$ cat config.mk
export PLATFORM = sky130hd
export DESIGN_NAME = stereo_line_ctrl
export DESIGN_NICKNAME = d
export VERILOG_FILES = /design/src/rtl/sgm_pkg.sv /design/src/rtl/sync_edge_det.sv /design/src/rtl/stereo_line_ctrl.sv
export SDC_FILE = /design/constraint.sdc
export NUM_CORES = 1
export LEC_CHECK = 0
export CAP_MARGIN = 10
export CORE_UTILIZATION = 46
export DETAILED_ROUTE_END_ITERATION = 8
export DONT_BUFFER_PORTS = 1
export SLEW_MARGIN = 10
export SYNTH_ARGS = -nofsm -noshare
export SYNTH_HDL_FRONTEND = slang
export SYNTH_SLANG_ARGS = --single-unit
$ cat constraint.sdc
create_clock -name clk -period 2.3 [get_ports clk]
set_input_delay 0.46 -clock clk [delete_from_list [all_inputs] [get_ports clk]]
set_output_delay 0.46 -clock clk [all_outputs]
set_load 0.02 [all_outputs]
$ cat src/rtl/sgm_pkg.sv
// Shared types and default geometry for the stereo SGM front end.
package sgm_pkg;

  typedef enum logic [2:0] {
    WAIT_VS,
    WAIT_DE,
    LEFT,
    RIGHT,
    OVERRUN
  } line_state_t;

  localparam int IMG_W_HALF_DEF = 640;
  localparam int IMG_H_DEF      = 720;
  localparam int MAX_DISP_DEF   = 64;

endpackage

$ cat src/rtl/sync_edge_det.sv
// Registers a same-domain sync input and flags its rising edge combinationally.
module sync_edge_det (
  input  logic clk,
  input  logic rst_n,
  input  logic sig,
  output logic rise
);

  logic sig_q;

  always_ff @(posedge clk or negedge rst_n) begin
    if (!rst_n) sig_q <= 1'b0;
    else        sig_q <= sig;
  end

  assign rise = sig & ~sig_q;

endmodule

$ cat src/rtl/stereo_line_ctrl.sv
// Splits each active line of a side-by-side stereo stream into left/right halves
// and produces registered strobes, indices, frame markers and geometry errors.
//
// state   | meaning
// WAIT_VS | idle until a v_sync rising edge starts a frame
// WAIT_DE | between lines, waiting for the next de burst
// LEFT    | inside the left half of a line
// RIGHT   | inside the right half of a line
// OVERRUN | de held past a legal line end; strobes suppressed until de drops
module stereo_line_ctrl
  import sgm_pkg::*;
#(
  parameter int HALF_IMG_W = IMG_W_HALF_DEF,
  parameter int IMG_H      = IMG_H_DEF,
  parameter int MAX_DISP   = MAX_DISP_DEF,
  parameter int COL_W      = $clog2(HALF_IMG_W),
  parameter int ROW_W      = $clog2(IMG_H)
) (
  input  logic             clk,
  input  logic             rst_n,
  input  logic             de_in,
  input  logic             h_sync_in,
  input  logic             v_sync_in,
  output logic             left_we,
  output logic             right_we,
  output logic [COL_W-1:0] col,
  output logic [ROW_W-1:0] row,
  output logic             sof,
  output logic             eol,
  output logic             eof,
  output logic             disp_valid,
  output logic             line_err,
  output logic             frame_err
);

  localparam logic [COL_W-1:0] LAST_COL = COL_W'(HALF_IMG_W - 1);
  localparam logic [ROW_W-1:0] LAST_ROW = ROW_W'(IMG_H - 1);
  localparam logic [COL_W-1:0] DISP_COL = COL_W'(MAX_DISP - 1);

  line_state_t      state;
  logic [COL_W-1:0] cnt;
  logic [ROW_W-1:0] row_cnt;
  logic             frame_done;
  logic             de_q;
  logic             hs_rise;
  logic             vs_rise;

  sync_edge_det u_hs_edge (.clk(clk), .rst_n(rst_n), .sig(h_sync_in), .rise(hs_rise));
  sync_edge_det u_vs_edge (.clk(clk), .rst_n(rst_n), .sig(v_sync_in), .rise(vs_rise));

  always_ff @(posedge clk or negedge rst_n) begin
    if (!rst_n) begin
      state      <= WAIT_VS;
      cnt        <= '0;
      row_cnt    <= '0;
      frame_done <= 1'b0;
      de_q       <= 1'b0;
      left_we    <= 1'b0;
      right_we   <= 1'b0;
      col        <= '0;
      row        <= '0;
      sof        <= 1'b0;
      eol        <= 1'b0;
      eof        <= 1'b0;
      disp_valid <= 1'b0;
      line_err   <= 1'b0;
      frame_err  <= 1'b0;
    end else begin
      left_we    <= 1'b0;
      right_we   <= 1'b0;
      sof        <= 1'b0;
      eol        <= 1'b0;
      eof        <= 1'b0;
      disp_valid <= 1'b0;
      line_err   <= 1'b0;
      de_q       <= de_in;

      if (vs_rise) begin
        // A premature frame end keeps its error visible through the restarted frame.
        if (state == WAIT_VS || (state == WAIT_DE && row_cnt == '0)) frame_err <= 1'b0;
        else if (!frame_done)                                        frame_err <= 1'b1;
        state      <= WAIT_DE;
        row_cnt    <= '0;
        row        <= '0;
        cnt        <= '0;
        col        <= '0;
        frame_done <= 1'b0;
      end else begin
        case (state)
          WAIT_VS: begin
            if (eof && de_in) begin
              line_err  <= 1'b1;
              frame_err <= 1'b1;
              state     <= OVERRUN;
            end else if (frame_done && de_in && !de_q) begin
              frame_err <= 1'b1;
            end
          end

          WAIT_DE: begin
            if (de_in && eol) begin
              line_err  <= 1'b1;
              frame_err <= 1'b1;
              state     <= OVERRUN;
            end else if (de_in) begin
              left_we <= 1'b1;
              col     <= '0;
              row     <= row_cnt;
              sof     <= (row_cnt == '0);
              cnt     <= COL_W'(1);
              state   <= LEFT;
            end
          end

          LEFT, RIGHT: begin
            if (!de_in || hs_rise) begin
              line_err  <= 1'b1;
              frame_err <= 1'b1;
              cnt       <= '0;
              col       <= '0;
              if (row_cnt == LAST_ROW) begin
                frame_done <= 1'b1;
                state      <= WAIT_VS;
              end else begin
                row_cnt <= row_cnt + ROW_W'(1);
                state   <= WAIT_DE;
              end
            end else begin
              col <= cnt;
              row <= row_cnt;
              if (state == LEFT) begin
                left_we <= 1'b1;
                if (cnt == LAST_COL) begin
                  cnt   <= '0;
                  state <= RIGHT;
                end else begin
                  cnt <= cnt + COL_W'(1);
                end
              end else begin
                right_we   <= 1'b1;
                disp_valid <= (cnt >= DISP_COL);
                if (cnt == LAST_COL) begin
                  eol <= 1'b1;
                  cnt <= '0;
                  if (row_cnt == LAST_ROW) begin
                    eof        <= 1'b1;
                    frame_done <= 1'b1;
                    state      <= WAIT_VS;
                  end else begin
                    row_cnt <= row_cnt + ROW_W'(1);
                    state   <= WAIT_DE;
                  end
                end else begin
                  cnt <= cnt + COL_W'(1);
                end
              end
            end
          end

          OVERRUN: begin
            if (!de_in) state <= frame_done ? WAIT_VS : WAIT_DE;
          end

          default: state <= WAIT_VS;
        endcase
      end
    end
  end

endmodule
Word level (Yosys, flattened, before mapping)
Index checks and enable logic that the tools add are counted.
{"block": "word_totals", "elab_cells": 145, "in_bits": 5, "regBits": 55, "out_inout_bits": 28}
{"block": "classes", "order_cmp": 1, "n_reduce_logical": 21, "n_addsub": 2, "n_eq_ne": 18, "bitwise": 4, "muxes": 82}
{"operator": "$mux W10", "count": 19}
{"operator": "$pmux W10 S2", "count": 3}
{"operator": "$mux W1", "count": 47}
{"operator": "$mux W3", "count": 9}
{"operator": "$add A10 B1 Y10 const B", "count": 2}
{"operator": "$eq A10 B10 Y1 const B", "count": 2}
{"operator": "$ne A3 B2 Y1 const B", "count": 6}
{"operator": "$pmux W3 S4", "count": 1}
{"operator": "$ge A10 B6 Y1 const B", "count": 1}
{"operator": "$logic_not A10 Y1", "count": 1}
{"operator": "$reduce_and A4 Y1", "count": 2}
{"operator": "$eq A3 B2 Y1 const B", "count": 2}
{"operator": "$ne A3 B1 Y1 const B", "count": 2}
{"operator": "$pmux W1 S3", "count": 2}
{"operator": "$reduce_and A3 Y1", "count": 2}
{"operator": "$reduce_bool A3 Y1", "count": 2}
{"operator": "$logic_and A1 B1 Y1", "count": 5}
{"operator": "$reduce_and A5 Y1", "count": 1}
{"operator": "$ne A4 B1 Y1 const B", "count": 1}
{"operator": "$ne A4 B2 Y1 const B", "count": 1}
{"operator": "$ne A4 B3 Y1 const B", "count": 1}
{"operator": "$reduce_bool A4 Y1", "count": 1}
{"operator": "$eq A3 B1 Y1 const B", "count": 1}
{"operator": "$eq A3 B3 Y1 const B", "count": 1}
{"operator": "9 further kinds", "count": 13}

Longest topological paths before layout
{"block": "logic_depth", "word_depth": 7, "ltp_mapped": 9, "ltp_nobuf": 6}

Hierarchy
From an unflattened synthesis, not the netlist that was laid out.
{"block": "unflattened", "hier_cells": 265, "hier_area_um2": 2767.7}
{"module": "stereo_line_ctrl", "area_each_um2": 2690.1, "cells_per_inst": 261, "seq_area_each_um2": 1326.3, "instances": 1}
{"module": "sync_edge_det", "area_each_um2": 38.8, "cells_per_inst": 2, "seq_area_each_um2": 25.0, "instances": 2}

Worst setup path before layout
OpenSTA, ideal clock, no wires.
{"block": "synth_path", "path_type": "register to register", "startpoint": "register cnt[0]", "endpoint": "register row_cnt[9]", "slack_ns": 0.152, "stages_incl_launch_ff": 7, "arrival_time_ns": 2.071, "period_less_slack_ns": 2.148, "required_ns": 2.223, "setup_ns": 0.077, "path_buffers": 0, "path_cell_list": "dfrtp_1 -> ha_1 -> nand3_1 -> o311a_4 -> or3_4 -> or4_1 -> a21oi_1"}
{"block": "synth_between", "elab_chain_cells": 3}
{"item": "start, declared", "line": "stereo_line_ctrl.sv:41", "text": "logic [COL_W-1:0] cnt;"}
{"item": "start signal, assigned", "line": "stereo_line_ctrl.sv:137", "text": "cnt <= cnt + COL_W'(1);"}
{"item": "start signal, assigned", "line": "stereo_line_ctrl.sv:154", "text": "cnt <= cnt + COL_W'(1);"}
{"item": "$eq A10 B10 Y1", "line": "stereo_line_ctrl.sv:142", "text": "if (cnt == LAST_COL) begin"}
{"item": "$reduce_bool A3 Y1 (no line)"}
{"item": "$reduce_and A3 Y1 (no line)"}
{"item": "end signal, assigned", "line": "stereo_line_ctrl.sv:125", "text": "row_cnt <= row_cnt + ROW_W'(1);"}
{"item": "end signal, assigned", "line": "stereo_line_ctrl.sv:150", "text": "row_cnt <= row_cnt + ROW_W'(1);"}
{"item": "end, declared", "line": "stereo_line_ctrl.sv:42", "text": "logic [ROW_W-1:0] row_cnt;"}
No other way between the ends.
A chain may end at the register's enable or synchronous reset.

Final worst setup path
Ends and elaborated chain as after synthesis.

==> flow_summary_export.csv <==
group,metric,value,unit
run_status,status,"complete, no violations",
synthesis,ys_seq_elements,55,
clocking,clock_latency,300,ps
global_route,grt_first_pass_wirelength,9660,microns
route,drt_drc_violations_left,0,
timing,max_slew_violation_total_from_the_final_report,0,
route,drc_marker_count_from_the_first_detailed_route_iteration,143,
critical_path,cp_max_fo,5,
timing,max-slew-margin-rel,68.05,%
critical_path,critical_path.startpoint_type,"register",
job,max_cap_violations,0,
die,i_o_pin_count,33,
global_route,grt_util_all_layers,20.40,%
power_and_ir_drop,worst_ir_drop_vdd,451.6,uV
power_and_ir_drop,p_per_area,824.1,nW/um^2
die,design.die.area,6049,sq um
clocking,h-tree-depth,2,
route,routed_wire_per_std_cell,15.91,microns
critical_path,reg2reg_setup_slack,120,ps
synthesis,synth.top_cell.area_share,52.11,%
synthesis,synth_sequential_area_ratio,52.11,%
layout,post_route_cells_drive_above_1_share,12.19,%
global_route,grt_start_max_net_pins,56,
die,placementRows,27,
synthesis,netlist-cell-type-count,48,
layout,nets,287,
timing,tightest_slew,474.2,ps
die,floorplan.initialDensity,47.97,%
synthesis,postSynth.asyncResetShare,100.0,%
timing,final.min_clock_period,2178,ps
clocking,max-clock-path-buffers,2,
timing,clock_skew,4.539,ps
synthesis,synthesis.area,2641,sq um
die,dieWidth,77.78,microns
critical_path,length_in_cells_of_the_worst_reg_to_reg_path,6,
synthesis,netlist.top_cell.by_area,"dfrtp_1",
layout,finalCoreUtilization,53.35,%
timing,setup_violations,0,
place,place.detailed.instances,343,
global_route,grt_remaining_overflow,0,
route,sum_of_routed_wire_length_over_all_layers,5585,microns
place,hpwlAfterDp,3780,microns
synthesis,postSynthNetCount,277,
synthesis,ys_top_cells_by_area,"dfrtp_1, nand2_1, o21ai_0",
layout,layout-area-overhead-vs-synth,11.23,%
clocking,cts_tree,"yes",
synthesis,ys_dominant_reg_cell,"dfrtp_1",
critical_path,required_time_at_the_worst_slack_endpoint,2530,ps
power_and_ir_drop,power.static_leakage,1.290,nW
route,detail_route.vias_per_cell,5.704,
route,number_of_vias_in_the_routed_layout,2002,
synthesis,syn-instance-count,269,
critical_path,end_kind,"register",
synthesis,synth-edff-count,0,
synthesis,ys_top_cells_by_count,"dfrtp_1, nand2_1, o21ai_0",
timing,fmaxAchievable,459.1,MHz
global_route,antenna_violations_before_repair,0,
synthesis,yosysMostFrequentCell,"dfrtp_1",
synthesis,synthesis.yosys.warnings,0,
clocking,cts.sink_count,55,
place,placement.io_buffers,0,
route,dr.pass1.iters,4,
clocking,clkSlewWorstSetupHoldPaths,90,ps
timing,grt_setup_unrepaired,"false",
synthesis,post_synth.cell_area_avg,9.819,sq um
clocking,clock-root-buffer,"clkbuf_8",
clocking,numCtsBuffers,5,
route,route.antenna.remaining_nets,0,
layout,insertedDiodeCount,0,
critical_path,path_class,"reg -> reg",
timing,fin_crit_share,94.71,%
place,gpl.final_weighted_congestion,0.7651,
power_and_ir_drop,total_power,0.002421,W
min_path,hold_class,"in -> async",
die,floorplan.die.height,77.78,microns
timing,setup_tns,0,ps
critical_path,cp.arrival,2410,ps
global_route,grt_pass1_vias,1996,
die,design.core.area,5507,sq um
timing,timing_hold_violations_final,0,
layout,final_cells,351,
[worst paths after layout]
check / start / end
worst min-delay path: rst_n / line_err$_DFF_PN0_
max in group asynchronous: rst_n / row_cnt[1]$_DFFE_PN0P_
worst max register to register: cnt[0]$_DFFE_PN0P_ / row_cnt[9]$_DFFE_PN0P_
min in group clk: h_sync_in / u_hs_edge.sig_q$_DFF_PN0_
worst max-delay path: cnt[0]$_DFFE_PN0P_ / row_cnt[9]$_DFFE_PN0P_
worst min register to register: cnt[5]$_DFFE_PN0P_ / cnt[5]$_DFFE_PN0P_
[logic make-up after synthesis]
| family | share of synthesized area [%] |
|---|---|
| flops | 52.11 |
| fa+ha+maj | 1.421 |
| mux | 0.3790 |
| buf+inv | 3.884 |
| xor+xnor | 1.327 |
| compound gates | 18.52 |
| simple gates | 22.36 |
[critical path, cell delays in order, from the launching register on]
cell and delay [ps]:
dfrtp_1 350, ha_1 220, nand3_2 150, o311a_4 430, or3_4 400, or4_1 410, a21oi_1 150
[power by group]
group          total, W  internal (W)  switching (W)
sequential      0.00116       0.00105       0.000108
combinational  0.000648      0.000263       0.000385
clock          0.000615      0.000318       0.000296
[registers in the layout, indices dropped and copies added (netlist names)]
signal,flops
disp_valid,1
line_err,1
u_vs_edge.sig_q,1
frame_err,1
u_hs_edge.sig_q,1
eol,1
col,10
row,10
cnt,10
eof,1
frame_done,1
right_we,1
row_cnt,10
state,3
left_we,1
sof,1
de_q,1
[per-stage QoR]
step / instance area (sq um) / hold WS, ps / worst slack (ps)
6_report: 2938 / 7.576 / 121.8
5_1_grt: 2938 / 7.901 / 35.88
4_1_cts: 2933 / 8.043 / 66.38
3_5_place_dp: 2799 / 165.7 / 99.94
3_3_place_gp: 2799 / 165.8 / 143.3
2_1_floorplan: 2641 / 164.4 / 152.0
[routing by layer]
layer	routed length [microns]	up-vias	track usage [%]
li1	-	998	-
met1	2771	958	28.17
met2	2501	40	31.59
met3	244	6	5.529
met4	67	0	5.283
met5	0	-	0
[area by class of cell]
cell class                      instances  area, sq um
Timing Repair Buffer                   18        167.7
Tap cell                               72        90.09
Multi-Input combinational cell        194         1179
Inverter                                5        18.77
Clock buffer                            5        68.82
Fill cell                             508         2569
Clock inverter                          2        37.54
Sequential cell                        55         1376
[layout by cell type (no fill, tap or decap), types with 2 or more instances in the layout]
cell type / instances
a21o_1: 2
and4_1: 2
and2_1: 4
ha_1: 3
inv_1: 5
nor3_1: 5
a31oi_1: 7
nand4_1: 2
o21ai_0: 24
nand2_1: 34
o31ai_1: 6
nor4_1: 5
and3_1: 5
nor2_1: 22
o21bai_1: 2
clkbuf_8: 5
nand2b_1: 5
nor4b_1: 2
a21oi_1: 9
a22o_1: 11
nor2b_1: 4
buf_4: 16
xnor2_1: 3
or4_1: 2
or3_4: 2
nand3_1: 11
dfrtp_1: 55
a211oi_1: 2
[repair_timing]
action                     in CTS  in global routing
hold buffers                    1                  0
resized for setup               0                  1
setup endpoints to repair       0                  1
hold endpoints to repair       55                  0
buffers inserted                0                  0
(Power assumes the default switching activity.)
==> variant, RTL diff (config.mk and constraints unchanged) <==
Encoding of `line_state_t`: now one-hot (5 bits for 5 states).
--- a/src/rtl/sgm_pkg.sv
+++ b/src/rtl/sgm_pkg.sv
@@ -1,12 +1,12 @@
 // Shared types and default geometry for the stereo SGM front end.
 package sgm_pkg;
 
-  typedef enum logic [2:0] {
-    WAIT_VS,
-    WAIT_DE,
-    LEFT,
-    RIGHT,
-    OVERRUN
+  typedef enum logic [4:0] {
+    WAIT_VS = 5'b00001,
+    WAIT_DE = 5'b00010,
+    LEFT    = 5'b00100,
+    RIGHT   = 5'b01000,
+    OVERRUN = 5'b10000
   } line_state_t;
 
   localparam int IMG_W_HALF_DEF = 640;
Function: no difference found for any inputs over 10 cycles, from zero or initial values and one cycle with rst_n low; not proved beyond that.
==> variant against the unedited design <==
Maximum frequency increased by 0.57%. Wire length increased by 16%. Setup slack improved by 0.012 ns. Core utilization increased by 1.5 points. Synthesized area increased by 6.9%. Cell area increased by 11%. Power increased by 26%. Combinational power increased by 25%. Synthesized cell count increased by 4.8%. Die area increased by 6.7%. Worst hold slack improved by 0.14 ns. Via count increased by 13%. Cell count increased by 7.1%. Sequential cell count increased by 2. Highest routed layer unchanged.
==> variant: results (changes against the unedited design) <==
result of the run=finished, final reports clean; top cells by area in the synthesized netlist=dfrtp_1 (50%), o21ai_0 (4.3%), mux2i_1 (3.5%), a22o_1 (3.4%), nor2_1 (3.2%); net switching share of the total power=32.31% (-0.30 points); maximum fanout along the worst path=7 (+2); Crit-path slowest cell=or4_1; Inserted Clock Buffers=9 (+4); overall fraction of global-route tracks in use=22.51% (+2.1 points); power in combinational cells=810 uW (+25%); worst clock skew=0.007885 ns (+0.003346 ns); leakage power of the design=0.001475 uW (+14%); Register-to-Register Path Depth=5 (-1); clock latency on the worst-skew pair=0.34 ns (+0.04 ns); register-to-register setup slack=about 0.13 ns; syn_nets=290 (+4.7%); Peak VDD IR=0.4755 mV (+5.3%); post-placement cell area=2999 um2 (+7.2%); Via-to-Cell Ratio=6.024 (+5.6%); post-detail-place hpwl=4294 um (+14%); cts-stage hold buffer count=2 (+1); global-route wire length before repair=10830 um (+12%); vias in the first global route=2105 (+5.5%); first-iteration detailed-routing DRC count=146 (+2.1%); htree depth=3 (+1); post-layout net count=304 (+5.9%); Max clock buf depth=2 (unchanged); fraction of the cycle the final worst path needs=94.17% (-0.54 points); Filler cells=520 (+2.4%); sequential share of power=40.3% (-7.6 points); gp weighted congestion=0.8217 (+7.4%); Clock Tree Root=clkbuf_8; number of diodes added for antenna fixing=0 (unchanged); Post-CTS Resized=0 (unchanged); Cells after Synth=282 (+4.8%); overall power=3055 uW (+26%); share of layout cells above drive strength 1=15.28% (+3.1 points); Worst-Margin Slew=0.5897 ns (+0.1155 ns); most used standard cells in the synthesized netlist=dfrtp_1 (56), nor2_1 (24), o21ai_0 (24), nand2_1 (18), clkbuf_1 (12); capture point of the worst path=row_cnt[7]; worst slack after detailed placement=0.1689 ns (+0.06894 ns); Setup crit start=state[4]; largest stage delay on the critical path=0.52 ns (+0.09 ns); clock slew at reported path FFs=0.06 ns (-0.03 ns); maximum number of pins on one net before global-route repair=58 (+3.6%); wire length per cell after detailed routing=17.22 um (+8.2%); cell count after placement=358 (+4.4%); number of cells in the finished layout apart from fillers=376 (+7.1%); number of different library cells in the post-synthesis netlist=52 (+8.3%); detailed-routing iteration count for the pre-antenna-repair pass=5 (+1); path class of the lowest-slack min-delay path=in -> reg; sequential cell area fraction in the yosys report=50.55% (-1.6 points); final core utilization=54.84% (+1.5 points)
variant: cell count changes in the layout (fill, tap and decap cells not counted), moves of 4 or more:
cell,unedited run,this run
a31oi_1,7,3
mux2i_1,1,10
nand2_1,34,18
nor3_1,5,11
clkbuf_8,5,9
variant: cell type report:
class | instances | area share [%]
Clock inverter | 6 | 2.543
Clock buffer | 10 | 3.931
Tap cell | 75 | 2.890
Multi-Input combinational cell | 200 | 40.04
Inverter | 8 | 0.9249
Sequential cell | 57 | 43.97
Timing Repair Buffer | 20 | 5.703
variant: logic make-up (layout without fill, tap and decap cells):
logic type	count (synthesis)	in the layout	synth area share (%)
AND/OR/NAND/NOR	104	104	19.49
buffers and inverters	25	44	3.721
flip-flops	57	57	50.55
multiplexers	10	10	3.545
XOR/XNOR	4	4	1.241
adder cells (fa/ha/maj)	3	3	1.329
AO/OA/AOI/OAI	79	79	20.12
variant: routing by layer:
layer / vias up / routed length [um] / global-route usage (%)
li1: 1068 / - / -
met1: 1113 / 3239 / 33.19
met2: 75 / 2761 / 31.19
met3: 9 / 381 / 6.591
met4: 0 / 92 / 7.500
met5: - / 0 / 0
variant: how the worst min path moves through the flow:
stage	startpoint	endpoint	slack, ns	cells after the start
after floorplan	rst_n	cnt[0]	0.16	0
after global placement	rst_n	col[9]	0.17	0
after detailed placement	rst_n	col[8]	0.17	0
after CTS	h_sync_in	u_hs_edge.sig_q	0.14	0
after global routing	de_in	de_q	0.13	0
final	de_in	de_q	0.15	0
variant: critical path, delay by kind of cell, from the launching register on:
kind | cells | cell delay [ns]
AND/OR/NAND/NOR | 2 | 0.94
AO/OA/AOI/OAI | 3 | 0.76
flip-flops | 1 | 0.38
